File: src/rtl/score_bcd_digits_if.sv
`default_nettype none
`timescale 1ns/1ps
// ============================================================================
// Module      : score_bcd_digits_if
// Description : Bundle between the instrument controller and the binary-to-BCD
//               converter that feeds the four-digit seven-segment driver.
//               master : the controller side (drives start/value, reads the
//                        status flags and digits)
//               slave  : the converter side
//               Ports carried:
//                 start     request a conversion (master -> slave)
//                 value     unsigned binary value, IN_W bits (master -> slave)
//                 busy      conversion in progress (slave -> master)
//                 done      one-cycle pulse, new digits valid (slave -> master)
//                 overflow  last accepted value was clamped (slave -> master)
//                 dig_*     four BCD digit nibbles, thousands..ones
// Revision    : 1.0 - initial release
// ============================================================================
interface score_bcd_digits_if #(
  parameter int IN_W = 14
);
  logic            start;
  logic [IN_W-1:0] value;
  logic            busy;
  logic            done;
  logic            overflow;
  logic [3:0]      dig_thou;
  logic [3:0]      dig_hund;
  logic [3:0]      dig_tens;
  logic [3:0]      dig_ones;

  modport master (
    output start,
    output value,
    input  busy,
    input  done,
    input  overflow,
    input  dig_thou,
    input  dig_hund,
    input  dig_tens,
    input  dig_ones
  );

  modport slave (
    input  start,
    input  value,
    output busy,
    output done,
    output overflow,
    output dig_thou,
    output dig_hund,
    output dig_tens,
    output dig_ones
  );
endinterface
`default_nettype wire

File: src/rtl/score_bcd_digits.sv
`default_nettype none
`timescale 1ns/1ps
// ============================================================================
// Module      : score_bcd_digits
// Description : Sequential binary-to-BCD converter (shift-and-add-3, one bit
//               per clock). A start seen in IDLE clamps the input to MAX_VAL,
//               latches it, and runs IN_W shift cycles. The final digits are
//               written to the output registers in one step, so the display
//               multiplexer never observes a partially converted value.
// Ports       : clk  - system clock, rising edge
//               rst  - asynchronous, active-high reset
//               bus  - score_bcd_digits_if.slave (start, value, busy, done,
//                      overflow, dig_thou, dig_hund, dig_tens, dig_ones)
// Parameters  : IN_W    - binary input width (= shift cycles per conversion)
//               MAX_VAL - clamp ceiling, <= 9999 and < 2**IN_W
// Revision    : 1.0 - initial release
// ============================================================================
module score_bcd_digits #(
  parameter int IN_W    = 14,
  parameter int MAX_VAL = 9999
) (
  input  wire logic          clk,
  input  wire logic          rst,
  score_bcd_digits_if.slave  bus
);

  // Counter wide enough to hold IN_W-1 for any legal IN_W.
  localparam int              CNT_W  = (IN_W > 1) ? $clog2(IN_W) : 1;
  localparam logic [IN_W-1:0] C_MAX  = IN_W'(MAX_VAL);
  localparam logic [CNT_W-1:0] C_LAST = CNT_W'(IN_W - 1);

  typedef enum logic [0:0] {
    S_IDLE  = 1'b0,
    S_SHIFT = 1'b1
  } state_t;

  // --------------------------------------------------------------------------
  // State
  // --------------------------------------------------------------------------
  state_t          state_q,    state_d;
  logic [IN_W-1:0] bin_q,      bin_d;
  logic [15:0]     scratch_q,  scratch_d;
  logic [CNT_W-1:0] count_q,   count_d;
  logic            busy_q,     busy_d;
  logic            done_q,     done_d;
  logic            overflow_q, overflow_d;
  logic [15:0]     digits_q,   digits_d;

  // --------------------------------------------------------------------------
  // Add-3 correction: every nibble >= 5 is bumped by 3 before the shift so
  // that doubling it carries correctly into the next decimal position.
  // All four nibbles are corrected in parallel from the pre-shift value.
  // --------------------------------------------------------------------------
  logic [15:0] w_adj;

  for (genvar gi = 0; gi < 4; gi++) begin : g_adj
    logic [3:0] w_nib;
    assign w_nib = scratch_q[4*gi +: 4];
    assign w_adj[4*gi +: 4] = (w_nib >= 4'd5) ? (w_nib + 4'd3) : w_nib;
  end

  // One-bit left shift of {scratch, bin}: the binary MSB enters scratch bit 0.
  logic [15:0]     w_scratch_sh;
  logic [IN_W-1:0] w_bin_sh;

  assign w_scratch_sh = {w_adj[14:0], bin_q[IN_W-1]};
  assign w_bin_sh     = bin_q << 1;

  // Input clamp, evaluated only on the accepting edge.
  logic            w_over;
  logic [IN_W-1:0] w_clamped;

  assign w_over    = (bus.value > C_MAX);
  assign w_clamped = w_over ? C_MAX : bus.value;

  // --------------------------------------------------------------------------
  // Next-state logic
  // --------------------------------------------------------------------------
  always_comb begin
    state_d    = state_q;
    bin_d      = bin_q;
    scratch_d  = scratch_q;
    count_d    = count_q;
    busy_d     = busy_q;
    done_d     = 1'b0;            // done is a single-cycle pulse
    overflow_d = overflow_q;
    digits_d   = digits_q;

    unique case (state_q)
      S_IDLE: begin
        // start is only honoured here, which also covers the done cycle and
        // gives back-to-back conversions an IN_W+1 cycle spacing.
        if (bus.start) begin
          bin_d      = w_clamped;
          overflow_d = w_over;
          scratch_d  = '0;
          count_d    = '0;
          busy_d     = 1'b1;
          state_d    = S_SHIFT;
        end
      end

      S_SHIFT: begin
        // start and value are deliberately not looked at in this state.
        scratch_d = w_scratch_sh;
        bin_d     = w_bin_sh;
        count_d   = count_q + 1'b1;

        if (count_q == C_LAST) begin
          // Publish the fully shifted result straight from the shifter so
          // the digits flip in a single edge together with done.
          digits_d = w_scratch_sh;
          done_d   = 1'b1;
          busy_d   = 1'b0;
          count_d  = '0;
          state_d  = S_IDLE;
        end
      end

      default: begin
        state_d = S_IDLE;
        busy_d  = 1'b0;
      end
    endcase
  end

  // --------------------------------------------------------------------------
  // Registers (asynchronous reset aborts any conversion in flight)
  // --------------------------------------------------------------------------
  always_ff @(posedge clk or posedge rst) begin
    if (rst) begin
      state_q    <= S_IDLE;
      bin_q      <= '0;
      scratch_q  <= '0;
      count_q    <= '0;
      busy_q     <= 1'b0;
      done_q     <= 1'b0;
      overflow_q <= 1'b0;
      digits_q   <= '0;
    end else begin
      state_q    <= state_d;
      bin_q      <= bin_d;
      scratch_q  <= scratch_d;
      count_q    <= count_d;
      busy_q     <= busy_d;
      done_q     <= done_d;
      overflow_q <= overflow_d;
      digits_q   <= digits_d;
    end
  end

  // --------------------------------------------------------------------------
  // Outputs: all driven straight from flops
  // --------------------------------------------------------------------------
  assign bus.busy     = busy_q;
  assign bus.done     = done_q;
  assign bus.overflow = overflow_q;
  assign bus.dig_thou = digits_q[15:12];
  assign bus.dig_hund = digits_q[11:8];
  assign bus.dig_tens = digits_q[7:4];
  assign bus.dig_ones = digits_q[3:0];

endmodule
`default_nettype wire

File: src/flat_wrapper.sv
// flat-port wrapper written by rule: the top's interface ports become plain ports
module score_bcd_digits_flat 
#(
  parameter int IN_W    = 14,
  parameter int MAX_VAL = 9999
)
  (clk, rst, bus_start, bus_value, bus_busy, bus_done, bus_overflow, bus_dig_thou, bus_dig_hund, bus_dig_tens, bus_dig_ones);
  score_bcd_digits_if #(.IN_W(IN_W)) bus_i ();
  input  wire logic clk;
  input  wire logic rst;
  input wire logic [$bits(bus_i.start)-1:0] bus_start;
  input wire logic [$bits(bus_i.value)-1:0] bus_value;
  output wire logic [$bits(bus_i.busy)-1:0] bus_busy;
  output wire logic [$bits(bus_i.done)-1:0] bus_done;
  output wire logic [$bits(bus_i.overflow)-1:0] bus_overflow;
  output wire logic [$bits(bus_i.dig_thou)-1:0] bus_dig_thou;
  output wire logic [$bits(bus_i.dig_hund)-1:0] bus_dig_hund;
  output wire logic [$bits(bus_i.dig_tens)-1:0] bus_dig_tens;
  output wire logic [$bits(bus_i.dig_ones)-1:0] bus_dig_ones;
  assign bus_i.start = bus_start;
  assign bus_i.value = bus_value;
  assign bus_busy = bus_i.busy;
  assign bus_done = bus_i.done;
  assign bus_overflow = bus_i.overflow;
  assign bus_dig_thou = bus_i.dig_thou;
  assign bus_dig_hund = bus_i.dig_hund;
  assign bus_dig_tens = bus_i.dig_tens;
  assign bus_dig_ones = bus_i.dig_ones;
  score_bcd_digits #(.IN_W(IN_W), .MAX_VAL(MAX_VAL)) u_core (.clk(clk), .rst(rst), .bus(bus_i));
endmodule
File: config.mk
export PLATFORM = sky130hd
export DESIGN_NAME = score_bcd_digits_flat
export DESIGN_NICKNAME = d
export VERILOG_FILES = /design/src/rtl/score_bcd_digits_if.sv /design/src/rtl/score_bcd_digits.sv /design/src/flat_wrapper.sv
export SDC_FILE = /design/constraint.sdc
export NUM_CORES = 1
export LEC_CHECK = 0
export CAP_MARGIN = 10
export CORE_MARGIN = 1.5
export CORE_UTILIZATION = 30
export DETAILED_ROUTE_END_ITERATION = 7
export PLACE_DENSITY = 0.57
export SETUP_SLACK_MARGIN = 0.1
export SYNTH_ARGS = -nofsm -noshare
export SYNTH_HDL_FRONTEND = slang
export SYNTH_SLANG_ARGS = --single-unit
export TNS_END_PERCENT = 30
File: constraint.sdc
create_clock -name clk -period 1.7 [get_ports clk]
set_input_delay 0.51 -clock clk [delete_from_list [all_inputs] [get_ports clk]]
set_output_delay 0.51 -clock clk [all_outputs]
set_load 0.01 [all_outputs]
# Word level (Yosys, flattened, before mapping)
# Index checks and enable logic that the tools add are counted.
# W data, S select, Z words.
# op_classes
n_addsub	5
order_cmp	5
eq_ne	3
mux	20
bitwise	1
reduce_logical	3
# ops
operator	n
$pmux W16 S2	1
$mux W14	2
$pmux W14 S2	1
$mux W4	5
$ge A4 B3 Y1 const B	4
$mux W16	1
$gt A14 B14 Y1 const B	1
$add A4 B2 Y4 const B	3
$pmux W4 S2	1
$mux W1	6
$reduce_and A2 Y1	3
$add A4 B1 Y4 const B	1
$eq A4 B4 Y1 const B	1
$ne A2 B2 Y1 const B	2
$pmux W1 S2	2
$add A3 B2 Y3 const B	1
$mux W3	1
$not A1 Y1	1
# totals
regBits	54
in_bits	17
word_cells	45

# Depth between registers and ports, before layout
# Gate-level depths: netlist of the first run.
# depth
word_depth	4
ltp_mapped	6
depth_no_buf	6

# Worst setup path before layout of the first run
# No wires, ideal clock.
# synth_path
path_type	register to register
startpoint	register u_core.scratch_q[0]
endpoint	register u_core.digits_q[2]
setup_ps	83
arrival_time_ps	1445
required_ps	1617
path_slack_ps	172
stages_incl_launch_ff	7
path_buffers	0
synth_period_minus_slack_ps	1528
cell_sequence	dfrtp_1 inv_1 ha_1 nand2b_1 a21oi_1 mux2_2 o21ai_0
# synth_between
elab_chain_len	2
word_cells_on_any_way	3
classes_between	add/sub (1); order compare (1); mux (1)
# synth_rtl
item	line_no	text
from (decl)	score_bcd_digits.sv:42	logic [15:0] scratch_q, scratch_d;
from (signal assigned)	score_bcd_digits.sv:143	scratch_q <= scratch_d;
$add A4 B2 Y4 / $ge A4 B3 Y1 (equally long branches)	score_bcd_digits.sv:59	assign w_adj[4*gi +: 4] = (w_nib >= 4'd5) ? (w_nib + 4'd3) : w_nib;
$mux W4 *	score_bcd_digits.sv:59	
to (signal assigned)	score_bcd_digits.sv:148	digits_q <= digits_d;
to (decl)	score_bcd_digits.sv:47	logic [15:0] digits_q, digits_d;
# Every way passes the cells marked *; elsewhere a longest branch is shown, timed or not.
# A chain may end at the register's enable or synchronous reset.

# Worst setup path in the final report of the first run
# layout_path
startpoint	input port bus_value[6]
endpoint	register u_core.bin_q[3]
# layout_between
elab_chain_len	4
# layout_rtl
item	line_no	text
from (decl)	flat_wrapper.sv:12	input wire logic [$bits(bus_i.value)-1:0] bus_value;
$gt A14 B14 Y1	score_bcd_digits.sv:73	assign w_over = (bus.value > C_MAX);
$mux W14	score_bcd_digits.sv:74	assign w_clamped = w_over ? C_MAX : bus.value;
$mux W14	score_bcd_digits.sv:93	if (bus.start) begin
$pmux W14 S2	score_bcd_digits.sv:89	unique case (state_q)
to (signal assigned)	score_bcd_digits.sv:142	bin_q <= bin_d;
to (decl)	score_bcd_digits.sv:41	logic [IN_W-1:0] bin_q, bin_d;
# Every way passes these cells. The select of a mux whose other input is x is not followed.

==> metrics, run 1 <==
final core utilization 40.6%; CTS tree yes; peak supply drop 0.474 mV; cells after synthesis 271; hpwl dp 3.96 mm; DRT Pass-1 Iters 4; synthesized cell area 2740 sq um; Die Wd 98.6 microns; Syn. warnings 0; Yosys top cell area share 49.3%; Yosys cell types 31; core area 8760 sq um; Post-synth ARST share 100%; first-pass GRT wire length 9.56 mm; post-route antenna net violation count 0; GRT Util Overall 12.0%; total chip power 5.58 mW; share of cells above drive strength 1 20.1%; Total Wirelength 5.67 mm; # fillers 899; RSZ-0062 raised after global routing true; sequential area share after synthesis 49.3%; die height 98.6 microns; cts hold-fix bufs 0; synth top area cells dfrtp_1, mux2i_1, o21ai_0; # diodes 0; Final Hold Fails 0; Slew Viols, Final 0; Worst slew margin 80.2%; Die ar. 9710 sq um; DRC 0; outcome finished clean; total gr overflow 0; Arr. time, crit path 1770 ps; Critical Path Source bus_value[6]; actual slew at the worst max-slew pin 298 ps; vias in the first global route 2,077; setup_tns 0 ps; Worst R2R Start u_core.scratch_q[1]; fin crit share 92.2%; clk_lat worst skew 310 ps; Setup CP Type in -> reg; Worst Skew 9.36 ps; Leakage 1.78 nW; Hold Path Origin u_core.digits_q[6]; Nets 360; CP Data Required Time 1900 ps; Yosys top cell by area dfrtp_1; R2R depth 6; HP Class reg -> reg; clk slew on worst S/H paths 100 ps; critical path peak fanout 8; Wirelength per Cell 12.8 microns; htree depth 2; number of vias after detailed routing 2,082; Avg Inst Size Synth 10.1 sq um; Post-synth EDFFs 0; area grow syn2layout 29.8%; Primary FF master, synth dfrtp_1; Final Setup Violations 0; top post-synthesis cells by count dfrtp_1, nand2_1, o21ai_0; initial antenna violation count 0; syn nets 298; MaxCap Viol Count 0; clock buffer depth 2; CTS Buf Count 5; fmax 638 MHz; crit path time final 1570 ps; most common cell in the netlist dfrtp_1; CP Capture Type flip-flop; WHS Path Cells 2; num rows 34; Iteration-0 DRC Markers 46; FF+latch count, synth 54; Placer Congestion 0.765; Boundary Pins 36; startpoint types primary input; largest net degree at the start of global routing 55; PortBufs 35; Initial Utilization 31.3%; clk root buf clkbuf_8; pwr/cell area 1570 nW/um^2; CTS sink cnt 54; vias per cell 4.71
-- state kept, by name, summed over array words and instances, names as in the netlist --
| signal | count |
|---|---|
| u_core.scratch_q | 16 |
| u_core.count_q | 4 |
| u_core.state_q | 1 |
| u_core.bus.done | 1 |
| u_core.bin_q | 14 |
| u_core.bus.overflow | 1 |
| u_core.bus.busy | 1 |
| u_core.digits_q | 16 |
-- cell type report --
cell class / count / area, sq um / area share (%)
Inverter: 16 / 67.6 / 1.90
Clock inverter: 1 / 5.00 / 0.141
Timing Repair Buffer: 68 / 602 / 16.9
Tap cell: 108 / 135 / 3.80
Multi-Input combinational cell: 188 / 1310 / 36.7
Clock buffer: 7 / 86.3 / 2.43
Sequential cell: 54 / 1350 / 38.1
-- critical path, cell delays in order --
cell and delay (ps):
clkdlybuf4s50_1 440, nor4_2 280, nor2_1 100, o311ai_4 220, buf_6 170, nand2_1 60
-- power by group --
| part | switching (mW) | total, mW | internal (mW) |
|---|---|---|---|
| clock | 0.421 | 0.751 | 0.330 |
| combinational | 1.23 | 2.59 | 1.36 |
| sequential | 0.417 | 2.24 | 1.82 |
-- metrics by stage --
| stage | setup slack [ps] | area (sq um) | hold slack (ps) | cells |
|---|---|---|---|---|
| finish | 132 | 3560 | 478 | 442 |
| global route | 74.7 | 3560 | 504 | 442 |
| CTS | 104 | 3470 | 488 | 436 |
| detailed placement | -236 | 3390 | 469 | 428 |
| global placement | -193 | 3390 | 460 | 428 |
| floorplan | 172 | 2740 | 449 | 271 |
-- routing by layer --
| layer | GRT usage, % | vias up | part of all wire (%) |
|---|---|---|---|
| li1 | - | 1045 | - |
| met1 | 15.6 | 1001 | 49 |
| met2 | 20.2 | 31 | 47 |
| met3 | 2.41 | 5 | 3.2 |
| met4 | 3.90 | 0 | 1.0 |
| met5 | 0 | - | 0 |
-- cells in the final DEF (no fill, tap or decap), drive strengths merged, types with 2 or more instances in the layout --
cell            n
xnor2           4
nand2          37
dfrtp          54
a311oi          4
mux2i          21
nand4           2
dlygate4sd2    19
inv            14
nor2            9
o31ai           2
clkbuf          7
nand2b         15
nor2b           3
ha             10
o21ai          32
mux2            9
nor3b           9
clkdlybuf4s50  16
nand3           5
clkinvlp        2
a21o            2
a21oi          15
buf            33
-- kinds of logic (layout without fill, tap and decap cells) --
family / count (synthesis) / after routing / synth area share, %
xor gates and xnor gates: 4 / 4 / 1.28
buffers and inverters: 29 / 92 / 4.48
and+or+nand+nor: 85 / 85 / 15.8
adders and majority gates: 10 / 10 / 4.57
muxes: 30 / 30 / 11.4
AOI/OAI and AO/OA: 59 / 59 / 13.2
DFF: 54 / 54 / 49.3
-- worst paths after layout --
| path | endpoint | slack [ps] |
|---|---|---|
| setup / recovery | u_core.bin_q[3] | 130 |
| hold / removal | u_core.digits_q[6] | 480 |
| setup reg to reg | u_core.scratch_q[2] | 150 |
| hold reg to reg | u_core.digits_q[6] | 480 |
| max in group asynchronous | u_core.state_q | 830 |
| min in group asynchronous | u_core.scratch_q[15] | 610 |
-- timing repair --
item / 4_1_cts / 5_1_grt
pin swaps: 1 / 4
gates resized for setup: 21 / 16
setup endpoints to repair: 22 / 22
cloned: 0 / 2
buffers inserted: 0 / 4
Note: power is estimated with default switching activity, not from simulation.
==> run 2, diff against run 1 <==
--- a/config.mk
+++ b/config.mk
@@ -8,6 +8,8 @@
 export CAP_MARGIN = 10
 export CORE_MARGIN = 1.5
 export CORE_UTILIZATION = 30
+export CTS_CLUSTER_DIAMETER = 30
+export CTS_CLUSTER_SIZE = 25
 export DETAILED_ROUTE_END_ITERATION = 7
 export PLACE_DENSITY = 0.57
 export SETUP_SLACK_MARGIN = 0.1
==> results of run 2 <==
No change in the layout: final DEF, timing and power equal those of run 1.
==> run 3, diff against run 2 <==
--- a/config.mk
+++ b/config.mk
@@ -11,6 +11,7 @@
 export CTS_CLUSTER_DIAMETER = 30
 export CTS_CLUSTER_SIZE = 25
 export DETAILED_ROUTE_END_ITERATION = 7
+export GPL_TIMING_DRIVEN = 0
 export PLACE_DENSITY = 0.57
 export SETUP_SLACK_MARGIN = 0.1
 export SYNTH_ARGS = -nofsm -noshare
==> run 3 against run 2 <==
  * Sequential share of layout area grew 1.1 points
  * Clock-buffer cell count shrank 1
  * Core utilization shrank 1.2 points
  * Total power grew 0.43%
  * Worst hold slack gained 0.88 ps
  * Clock skew shrank 0.76 ps
  * Die area is the same
  * Maximum frequency shrank 1.6%
  * Critical path depth shrank 1
  * Clock power grew 2%
  * Critical endpoint is now u_core.bin_q[6]
==> metrics, run 3 (synthesis gave the netlist of run 1 again) <==
biggest regs u_core.digits_q x16, u_core.scratch_q x16, u_core.bin_q x14; Hold WS 478 ps; Leakage 1.72 nW; Total Wirelength 6.01 mm; Die Wd 98.6 microns; CP Capture Type flip-flop; crit path time final 1590 ps; DRT Pass-1 Iters 4; MaxCap Viol Count 0; PortBufs 34; GRT Util Overall 13.2%; vias per cell 4.87; Placer Congestion 0.789; clk root buf clkbuf_8; # diodes 0; CP Data Required Time 1890 ps; share of cells above drive strength 1 18.2%; CTS Buf Count 5; FF/Latch Area 1350 sq um; Iteration-0 DRC Markers 100; combinational power share 46.7%; Slew Viols, Final 0; Setup CP Type in -> reg; sw power 2.11 mW; Nets 350; CTS tree yes; startpoint types primary input; Initial Utilization 31.3%; total chip power 5.60 mW; pwr/cell area 1620 nW/um^2; clk slew on worst S/H paths 100 ps; Final Setup Violations 0; vias in the first global route 2,231; Wirelength per Cell 13.9 microns; sequential share of power 39.7%; critical path peak fanout 4; most common cell after layout, fill and taps aside dfrtp_1; P_int 3.49 mW; clock power share 13.7%; Die ar. 9710 sq um; total gr overflow 0; post-route antenna net violation count 0; actual slew at the worst max-slew pin 649 ps; Worst slew margin 56.6%; fmax 627 MHz; initial antenna violation count 0; most frequent cells in the layout dfrtp_1, nand2_1, o21ai_0; cts hold-fix bufs 0; DP Area 3220 sq um; Boundary Pins 36; clock buffer depth 2; Arr. time, crit path 1790 ps; num rows 34; die height 98.6 microns; first-pass GRT wire length 10.4 mm; clk_lat worst skew 310 ps; largest net degree at the start of global routing 55; area grow syn2layout 26.0%; HP Class reg -> reg; fin area 3450 sq um; core area 8760 sq um; Worst Skew 8.60 ps; Final Hold Fails 0; RSZ-0062 raised after global routing true; number of vias after detailed routing 2,104; pre-CTS WS -356 ps; htree depth 2; final setup margin 106 ps; DRC 0; peak supply drop 0.522 mV; area occupied by multi-input gates 1320 sq um; # fillers 913; Sw Share 37.7%; fin crit share 93.8%; outcome finished clean; hpwl dp 4.12 mm; CTS sink cnt 54
## run 3: area by class of cell
cell class	count	share of cell area, %
clock buffers	6	2.39
plain buffers	13	1.96
inverters	16	1.85
clock inverters	2	0.362
multi-input cells	188	38.3
flip-flops and latches	54	39.1
well taps	108	3.91
repair buffers	45	12.0
## run 3: worst max-delay path, stage by stage
cell and delay, ps:
clkdlybuf4s50_1 570, a311o_1 150, nand2_1 120, a311oi_1 370, a21oi_1 70
## run 3: worst paths after layout
path	start	to	slack, ps	cells after the start
max	bus_value[11]	u_core.bin_q[6]	110	5
min	u_core.digits_q[13]	u_core.digits_q[13]	480	2
max reg2reg	u_core.scratch_q[9]	u_core.scratch_q[10]	190	6
min reg2reg	u_core.digits_q[13]	u_core.digits_q[13]	480	2
max in group asynchronous	rst	u_core.digits_q[2]	540	3
min in group asynchronous	rst	u_core.state_q	620	2
## run 3: power groups by stage
stage	sequential [mW]	clock, mW	combinational [mW]
floorplan	2.23	0	1.60
global placement	2.23	0	2.34
detailed placement	2.24	0	2.41
CTS	2.22	0.790	2.45
global route	2.31	0.830	3.00
finish	2.22	0.766	2.62
## run 3: metal layers
| layer | GRT usage [%] | wire length (microns) | vias up |
|---|---|---|---|
| met5 | 0 | 0 | - |
| met4 | 4.55 | 104 | 0 |
| met3 | 2.70 | 257 | 11 |
| met2 | 22.2 | 2830 | 51 |
| met1 | 16.8 | 2810 | 1005 |
| li1 | - | - | 1037 |
## run 3: repair_timing
item	4_1_cts	5_1_grt
resized for setup	34	15
setup buffers	4	6
pin swaps	3	5
setup endpoints to repair	42	26
## run 3: per-stage QoR
stage	util, %	TNS [ps]	cells
5_1_grt	39.4	0	432
3_3_place_gp	36.7	-13030	413
3_5_place_dp	36.7	-15180	413
6_report	39.4	0	432
2_1_floorplan	-	0	271
4_1_cts	38.5	0	425
